[config.mk]
export PLATFORM = sky130hd
export DESIGN_NAME = br_unit_pipe
export DESIGN_NICKNAME = d
export VERILOG_FILES = /design/src/rtl/br_unit_pipe.sv
export SDC_FILE = /design/constraint.sdc
export NUM_CORES = 1
export LEC_CHECK = 0
export CAP_MARGIN = 5
export CORE_ASPECT_RATIO = 1.25
export CORE_MARGIN = 8
export CORE_UTILIZATION = 30
export DETAILED_ROUTE_END_ITERATION = 7
export PLACE_DENSITY = 0.59
export SYNTH_ARGS = -nofsm -noshare
export SYNTH_HDL_FRONTEND = slang
export SYNTH_SLANG_ARGS = --single-unit
[constraint.sdc]
create_clock -name clk -period 4.9 [get_ports clk]
set_clock_uncertainty 0.1 [all_clocks]
set_input_delay 0.98 -clock clk [delete_from_list [all_inputs] [get_ports clk]]
set_output_delay 0.98 -clock clk [all_outputs]
set_load 0.01 [all_outputs]
[src/rtl/br_unit_pipe.sv]
// br_unit_pipe: pipelined branch/jump resolution unit for one issue port.
// Resolves JAL/JALR/conditional branches, flags mispredictions against the
// front-end prediction and misaligned taken targets, and carries results
// through LATENCY valid-tagged stages with valid/ready back-pressure.
module br_unit_pipe #(
  parameter int XLEN      = 32,
  parameter int LATENCY   = 2,
  parameter int ROB_IDX_W = 5,
  parameter int CNT_W     = 16
) (
  input  logic                 clk,
  input  logic                 rst,
  input  logic                 flush,
  input  logic                 cnt_clr,
  input  logic                 in_valid,
  output logic                 in_ready,
  input  logic [6:0]           in_opcode,
  input  logic [2:0]           in_funct3,
  input  logic [XLEN-1:0]      in_pc,
  input  logic [XLEN-1:0]      in_imm,
  input  logic [XLEN-1:0]      in_rs1,
  input  logic [XLEN-1:0]      in_rs2,
  input  logic [XLEN-1:0]      in_pred_pc,
  input  logic [ROB_IDX_W-1:0] in_rob_idx,
  input  logic [4:0]           in_rd_addr,
  input  logic                 in_regf_we,
  output logic                 out_valid,
  input  logic                 out_ready,
  output logic [XLEN-1:0]      out_pc,
  output logic [XLEN-1:0]      out_rd_data,
  output logic                 out_br_en,
  output logic [XLEN-1:0]      out_next_pc,
  output logic                 out_mispredict,
  output logic                 out_misaligned,
  output logic                 out_illegal,
  output logic [ROB_IDX_W-1:0] out_rob_idx,
  output logic [4:0]           out_rd_addr,
  output logic                 out_regf_we,
  output logic [CNT_W-1:0]     cnt_resolved,
  output logic [CNT_W-1:0]     cnt_mispred
);

  localparam logic [6:0] OP_JAL    = 7'b1101111;
  localparam logic [6:0] OP_JALR   = 7'b1100111;
  localparam logic [6:0] OP_BRANCH = 7'b1100011;

  typedef struct packed {
    logic [XLEN-1:0]      pc;
    logic [XLEN-1:0]      rd_data;
    logic [XLEN-1:0]      next_pc;
    logic                 br_en;
    logic                 mispredict;
    logic                 misaligned;
    logic                 illegal;
    logic [ROB_IDX_W-1:0] rob_idx;
    logic [4:0]           rd_addr;
    logic                 regf_we;
  } stage_t;

  // Conditional branch compare; funct3 010/011 are not branches and never take.
  function automatic logic br_taken(input logic [2:0] f3,
                                    input logic [XLEN-1:0] a,
                                    input logic [XLEN-1:0] b);
    logic signed [XLEN-1:0] sa;
    logic signed [XLEN-1:0] sb;
    logic                   r;
    sa = a;
    sb = b;
    r  = 1'b0;
    case (f3)
      3'b000:  r = (a == b);
      3'b001:  r = (a != b);
      3'b100:  r = (sa < sb);
      3'b101:  r = (sa >= sb);
      3'b110:  r = (a < b);
      3'b111:  r = (a >= b);
      default: r = 1'b0;
    endcase
    return r;
  endfunction

  // Counters stick at all-ones instead of wrapping.
  function automatic logic [CNT_W-1:0] sat_inc(input logic [CNT_W-1:0] c);
    return (&c) ? c : c + CNT_W'(1);
  endfunction

  logic                 taken_s0;
  logic                 illegal_s0;
  logic [XLEN-1:0]      pc4_s0;
  logic [XLEN-1:0]      target_s0;
  logic [XLEN-1:0]      link_s0;
  logic [XLEN-1:0]      next_pc_s0;
  stage_t               res_s0;

  logic [LATENCY-1:0]   vld_q, vld_d;
  logic [LATENCY-1:0]   load;
  stage_t               pl_q [LATENCY];
  stage_t               pl_d [LATENCY];
  logic                 rdy_en_q, rdy_en_d;
  logic [CNT_W-1:0]     cnt_res_q, cnt_res_d;
  logic [CNT_W-1:0]     cnt_mis_q, cnt_mis_d;
  logic                 accept;
  logic                 out_hs;

  // Stage 0: resolve direction, target, link and prediction check from the inputs.
  always_comb begin
    pc4_s0     = in_pc + XLEN'(4);
    target_s0  = in_pc + in_imm;
    link_s0    = '0;
    taken_s0   = 1'b0;
    illegal_s0 = 1'b0;
    case (in_opcode)
      OP_JAL: begin
        taken_s0 = 1'b1;
        link_s0  = pc4_s0;
      end
      OP_JALR: begin
        taken_s0  = 1'b1;
        target_s0 = (in_rs1 + in_imm) & ~XLEN'(1);
        link_s0   = pc4_s0;
      end
      OP_BRANCH: taken_s0 = br_taken(in_funct3, in_rs1, in_rs2);
      default:   illegal_s0 = 1'b1;
    endcase
    next_pc_s0          = taken_s0 ? target_s0 : pc4_s0;
    res_s0.pc           = in_pc;
    res_s0.rd_data      = link_s0;
    res_s0.next_pc      = next_pc_s0;
    res_s0.br_en        = taken_s0;
    res_s0.mispredict   = (next_pc_s0 != in_pred_pc);
    res_s0.misaligned   = taken_s0 & (target_s0[1:0] != 2'b00);
    res_s0.illegal      = illegal_s0;
    res_s0.rob_idx      = in_rob_idx;
    res_s0.rd_addr      = in_rd_addr;
    res_s0.regf_we      = in_regf_we & ~illegal_s0;
  end

  // Stage load enables: a stage loads when empty or when the next stage loads.
  always_comb begin
    logic nxt;
    nxt  = out_ready;
    load = '0;
    for (int i = LATENCY - 1; i >= 0; i--) begin
      nxt     = ~vld_q[i] | nxt;
      load[i] = nxt;
    end
  end

  assign in_ready = rdy_en_q & load[0];
  assign accept   = in_valid & in_ready & ~flush;
  // A handshake on a flush edge is dropped along with everything else.
  assign out_hs   = vld_q[LATENCY-1] & out_ready & ~flush & ~pl_q[LATENCY-1].illegal;

  // Next-state of the stage registers; payload only moves with a valid op.
  always_comb begin
    vld_d    = vld_q;
    pl_d     = pl_q;
    rdy_en_d = 1'b1;
    if (load[0]) begin
      vld_d[0] = accept;
      if (accept) pl_d[0] = res_s0;
    end
    for (int i = 1; i < LATENCY; i++) begin
      if (load[i]) begin
        vld_d[i] = vld_q[i-1];
        if (vld_q[i-1]) pl_d[i] = pl_q[i-1];
      end
    end
    if (flush) vld_d = '0;
  end

  // Performance counters; clear wins over a same-edge increment.
  always_comb begin
    cnt_res_d = cnt_res_q;
    cnt_mis_d = cnt_mis_q;
    if (cnt_clr) begin
      cnt_res_d = '0;
      cnt_mis_d = '0;
    end else if (out_hs) begin
      cnt_res_d = sat_inc(cnt_res_q);
      if (pl_q[LATENCY-1].mispredict) cnt_mis_d = sat_inc(cnt_mis_q);
    end
  end

  // State registers with asynchronous clear of control, payload and counters.
  always_ff @(posedge clk or negedge rst) begin
    if (!rst) begin
      vld_q     <= '0;
      rdy_en_q  <= 1'b0;
      cnt_res_q <= '0;
      cnt_mis_q <= '0;
      for (int i = 0; i < LATENCY; i++) pl_q[i] <= '0;
    end else begin
      vld_q     <= vld_d;
      rdy_en_q  <= rdy_en_d;
      cnt_res_q <= cnt_res_d;
      cnt_mis_q <= cnt_mis_d;
      pl_q      <= pl_d;
    end
  end

  assign out_valid      = vld_q[LATENCY-1];
  assign out_pc         = pl_q[LATENCY-1].pc;
  assign out_rd_data    = pl_q[LATENCY-1].rd_data;
  assign out_br_en      = pl_q[LATENCY-1].br_en;
  assign out_next_pc    = pl_q[LATENCY-1].next_pc;
  assign out_mispredict = pl_q[LATENCY-1].mispredict;
  assign out_misaligned = pl_q[LATENCY-1].misaligned;
  assign out_illegal    = pl_q[LATENCY-1].illegal;
  assign out_rob_idx    = pl_q[LATENCY-1].rob_idx;
  assign out_rd_addr    = pl_q[LATENCY-1].rd_addr;
  assign out_regf_we    = pl_q[LATENCY-1].regf_we;
  assign cnt_resolved   = cnt_res_q;
  assign cnt_mispred    = cnt_mis_q;

endmodule

# Word level (Yosys, flattened, before mapping)
# Cells that the tools add are included.
dict set report totals {
  ff_bits 257
  latchBits 0
  mem_bits_rw 0
  rom_bits 0
  in_bits 187
  output_inout_bits 145
  elab_cells 91
  n_memories 0
}
dict set report op_classes {
  n_addsub 5
  multipliers 0
  n_div 0
  order_cmp 4
  eq_ne 13
  n_shift 0
  muxes 16
  bitwise 14
  n_reduce_logical 14
}
# op n
set ops {}
lappend ops {{2-to-1 mux 16 bit} 7}
lappend ops {{2-to-1 mux 32 bit} 3}
lappend ops {{adder 32 bit} 2}
lappend ops {{greater-or-equal comparator 32 bit} 2}
lappend ops {{< comparator 32 bit} 2}
lappend ops {{!= test 32 bit} 2}
lappend ops {{adder 16 x 1 -> 16 bit, second input constant} 2}
lappend ops {{adder 32 x 3 -> 32 bit, second input constant} 1}
lappend ops {{equality test 32 bit} 1}
lappend ops {{AND reduction 16 bit} 2}
lappend ops {{equality test 7 bit, second input constant} 3}
lappend ops {{equality test 3 bit, second input constant} 4}
lappend ops {{nonzero test 2 bit} 5}
lappend ops {{AND 1 bit} 8}
lappend ops {{case mux 1 bit (6 select lines)} 1}
lappend ops {{AND reduction 2 bit} 3}
lappend ops {{!= test 2 bit, second input constant} 2}
lappend ops {{NOT 1 bit} 4}
lappend ops {{equality test 3 x 1 -> 1 bit, second input constant} 1}
lappend ops {{logical NOT 3 bit} 1}
lappend ops {{2-to-1 mux 1 bit} 3}
lappend ops {{AND reduction 3 bit} 1}
lappend ops {{OR reduction 3 bit} 1}
lappend ops {{2-to-1 mux 2 bit} 1}
lappend ops {{3 further kinds} 4}

# Longest topological paths before layout
dict set report depth {
  depth_word 8
  mapped_depth 18
  mapped_depth_nobuf 15
}

# Least setup slack after synthesis
# Ideal clock, no wire load.
dict set report synth_timing {
  kind {input port to flip-flop}
  start {in in_rs2[11]}
  end {reg pl_q[124] (netlist name)}
  setup_ps 129
  arrival_ps 4276
  required_ps 4671
  slack_ps 395
  stages 17
  path_buffers 2
  path_cell_list {inv_1 ha_1 a21oi_1 o21a_1 o2bb2ai_1 o41a_1 or4_4 a31oi_4 or2_1 buf_4 buf_12 mux2i_1 xnor2_1 nand4_1 or4_1 nor3_1 a21oi_1}
}
dict set report synth_via {
  elab_chain_len 5
  elab_cells_between_ends 10
  classes_between {order compare (4); eq/ne (3); mux (3)}
}
# item line
set synth_lines {}
lappend synth_lines {{from (decl)} 22} ;# input logic [XLEN-1:0] in_rs2,
lappend synth_lines {{greater-or-equal comparator 32 bit, or another cell as far along} 76} ;# 3'b111: r = (a >= b);
lappend synth_lines {{case mux 1 bit (6 select lines) *} 70} ;# case (f3)
lappend synth_lines {{case mux 1 bit (2 select lines) *} 112} ;# case (in_opcode)
lappend synth_lines {{2-to-1 mux 32 bit *} 125} ;# next_pc_s0 = taken_s0 ? target_s0 : pc4_s0;
lappend synth_lines {{!= test 32 bit *} 130} ;# res_s0.mispredict = (next_pc_s0 != in_pred_pc);
lappend synth_lines {{to (signal assigned)} 198} ;# pl_q <= pl_d;
lappend synth_lines {{to (decl)} 97} ;# stage_t pl_q [LATENCY];
# Every way passes the cells marked *; elsewhere a longest branch is shown, timed or not.
# A chain may end at the register's enable or synchronous reset.

# Final worst setup path
dict set report layout_timing {
  start {in in_imm[0]}
  end {reg pl_q[124] (netlist name)}
}
dict set report layout_via {
  elab_chain_len 4
  elab_cells_between_ends 5
  classes_between {add/sub (2); eq/ne (1); mux (2)}
}
# item line
set layout_lines {}
lappend layout_lines {{from (decl)} 20} ;# input logic [XLEN-1:0] in_imm,
lappend layout_lines {{adder 32 bit, on equally long branches} {108, 119}}
lappend layout_lines {{2-to-1 mux 32 bit *} 112}
lappend layout_lines {{2-to-1 mux 32 bit *} 125}
lappend layout_lines {{!= test 32 bit *} 130}
# Marks and branches as above.

==> reports/metrics.yaml <==
startpoint_type: "input pin"
postSynthAreaPerCell_um2: 9.19
cts_max_path_buffers: 3
dieHeight_um: 279
endpoint_kind: "register"
yosys.area.top_type: "dfrtp_1"
status: "completed"
first_pass_iters: 5
drive_gt1_share_pct: 20.9
synth_flop_cell: "dfrtp_1"
dieArea_mm2: 0.0631
hold_violations: 0
synthArstFlopShare_pct: 100
setup_violations: 0
ys_warn_count: 0
cts_hold_buf: 0
power.leakage_nw: 10.5
wire_per_inst_um: 20.8
cts_made_buffers: 26
cap_viol_max_count: 0
whs_ns: 0.351
dp_hpwl_mm: 51.4
root_buffer: "clkbuf_16"
power_density_mw_per_mm2: 297
cts_tree: "built"
clock_sinks: 257
synth_cells: 1803
cts.clk_slew.worst_paths_ns: 0.07
grt_overflow: 0
route.detailed.drc: 0
synth-seq-area-share_pct: 38.8
synth_area_mm2: 0.0166
grt_pass1_vias: 15600
min_period_over_period_pct: 95.9
period_needed_ns: 4.70
drt-total-wl_mm: 63.0
postRouteAntennaNets: 0
slew_viol_final: 0
synth.distinct_cells: 85
slew_headroom_pct: 32.6
grt_pass1_wl_mm: 94.6
htree_levels: 1
crit_fanout: 3
yosys_register_bits: 257
synth_edf_count: 0
initial_utilization_pct: 30.3
hp-class: "in2async"
tns_ns: 0
worstSetupPathType: "in2reg"
core.rowCount: 96
worst_pin_slew_ns: 1.01
vias: 14900
track_usage_pct: 19.4
antenna_found_initial: 4
gp_congestion: 0.909
synth_top_area_share_pct: 38.8
synthTopCellsByArea: "dfrtp_1 (39%), mux2_2 (7.7%), ha_1 (7.2%)"
max_freq_mhz: 213
top_level_ports: 332
vdd_drop_max_mv: 0.220
port_buffers: 331
drt-initial-drc-count: 862
finalNetCount: 2556
synthesis.nets: 2088
grt_max_degree: 113
coreArea_mm2: 0.0548
crit_required_ns: 5.23
area_growth_pct: 38.7
insertion_delay_ns: 0.55
viasPerCell: 4.91
fp.dieW_um: 226
worstPathArrival_ns: 5.03
==> layout by cell type, fill, tap and decap left out, types with 5 or more instances in the layout <==
cell / netlist / routed
nor3_1: 30 / 29
mux2i_1: 18 / 18
ha_1: 96 / 94
and4_1: 9 / 9
o21a_1: 14 / 14
o21ai_0: 106 / 106
a22o_1: 9 / 9
nor2_1: 120 / 118
and2_1: 6 / 6
xor2_1: 62 / 61
or3_1: 16 / 16
nand3b_1: 11 / 11
nand3_1: 54 / 54
clkbuf_16: 0 / 28
clkdlybuf4s50_1: 0 / 329
inv_1: 54 / 54
nand2b_1: 9 / 9
a21oi_1: 87 / 87
o211ai_1: 8 / 8
clkinv_2: 0 / 7
a311oi_1: 5 / 5
buf_4: 107 / 272
buf_12: 1 / 6
xnor2_1: 58 / 58
a31oi_1: 7 / 7
dfrtp_1: 257 / 257
and3_1: 17 / 17
nor2b_1: 6 / 6
nand2_1: 284 / 283
or2_2: 7 / 7
nand4_1: 29 / 29
o21bai_1: 5 / 5
o31ai_1: 5 / 5
nor4_1: 8 / 7
a21o_1: 18 / 18
a211oi_1: 10 / 8
mux2_2: 113 / 111
==> layout make-up <==
type / count / area (µm²)
Multi-Input combinational cell: 1322 / 8990
Clock buffer: 30 / 717
Antenna cell: 4 / 10.0
Sequential cell: 257 / 6430
Fill cell: 5465 / 31800
Clock inverter: 18 / 215
Tap cell: 735 / 920
Timing Repair Buffer: 610 / 5500
Inverter: 54 / 203
==> worst paths after layout <==
kind	start	slack, ns	endpoint	cells after the start
min reg2reg	pl_q[196]	0.37	pl_q[196]	2
min in group clk	pl_q[196]	0.37	pl_q[196]	2
min	rst	0.35	pl_q[115]	1
max reg2reg	cnt_mispred[3]	1.80	cnt_mispred[7]	10
max	in_imm[0]	0.20	pl_q[124]	17
max in group asynchronous	rst	3.26	pl_q[149]	2
==> logic make-up after synthesis <==
group,after synthesis,synth area share [%]
and+or+nand+nor,629,17.6
buffers and inverters,224,7.67
muxes,132,8.83
other,1,0.0226
adders and majority gates,98,7.49
AOI/OAI and AO/OA,342,13.2
xor gates and xnor gates,120,6.34
DFF,257,38.8
==> synthesized netlist by cell type (all sizes together), types with 16 or more instances <==
library cell / n
and3: 17
mux2i: 18
ha: 96
xnor2: 58
or3: 16
xor2: 62
dfrtp: 257
nand3: 54
o21ai: 110
nand4: 30
clkbuf: 53
inv: 54
nor2: 120
buf: 117
nand2: 285
mux2: 114
a21o: 18
a21oi: 87
nor3: 30
==> routing by layer <==
layer | routed length [µm] | track usage (%) | up-vias
met5 | 0 | 0 | -
met4 | 1770 | 5.62 | 0
met3 | 3140 | 2.96 | 80
met2 | 31900 | 35.5 | 386
met1 | 26200 | 23.2 | 7232
li1 | - | - | 7183
==> timing repair <==
action | CTS | global route
pin swaps | 2 | 14
endpoints found under the setup margin | 1 | 1
buffers inserted | 1 | 2
resized for setup | 4 | 17
gates cloned | 0 | 1
endpoints found under the hold margin | 0 | 0
==> power by group <==
group,total [W],internal [W],switching (W)
logic,0.00208,0.00109,0.000984
clock network,0.00217,0.00127,0.000902
registers,0.00257,0.00241,0.000163
==> worst max-delay path: stages <==
cell and delay [ns]:
clkdlybuf4s50_1 0.43, and2_1 0.18, fa_1 0.38, a21o_1 0.19, buf_4 0.14, a22o_1 0.22, o31a_1 0.29, buf_4 0.16
a21oi_1 0.24, o21ai_0 0.15, xnor2_1 0.16, a21oi_1 0.30, xor2_1 0.18, a41oi_1 0.21, or4_1 0.56, nor3_2 0.19
a21oi_1 0.08
==> stage by stage <==
stage               util [%]  cell area (µm²)  cells  power (W)  setup slack (ns)
finish                  42.0            23000   3030    0.00682             0.201
global route            42.0            23000   3028    0.00716          -0.00101
CTS                     41.7            22900   3023    0.00690            0.0213
detailed placement      40.0            21900   2974    0.00469            -0.609
global placement        40.0            21900   2974    0.00466            -0.553
floorplan                  -            16600   1803    0.00370             0.395
==> sequential cells by signal, indices dropped and copies added, names as in the netlist, 2 cells and up <==
register / flops
vld_q: 2
out_rd_data: 32
out_next_pc: 32
cnt_resolved: 16
out_rob_idx: 5
pl_q: 111
out_pc: 32
cnt_mispred: 16
out_rd_addr: 5
Power figures use the tool's default switching activity.
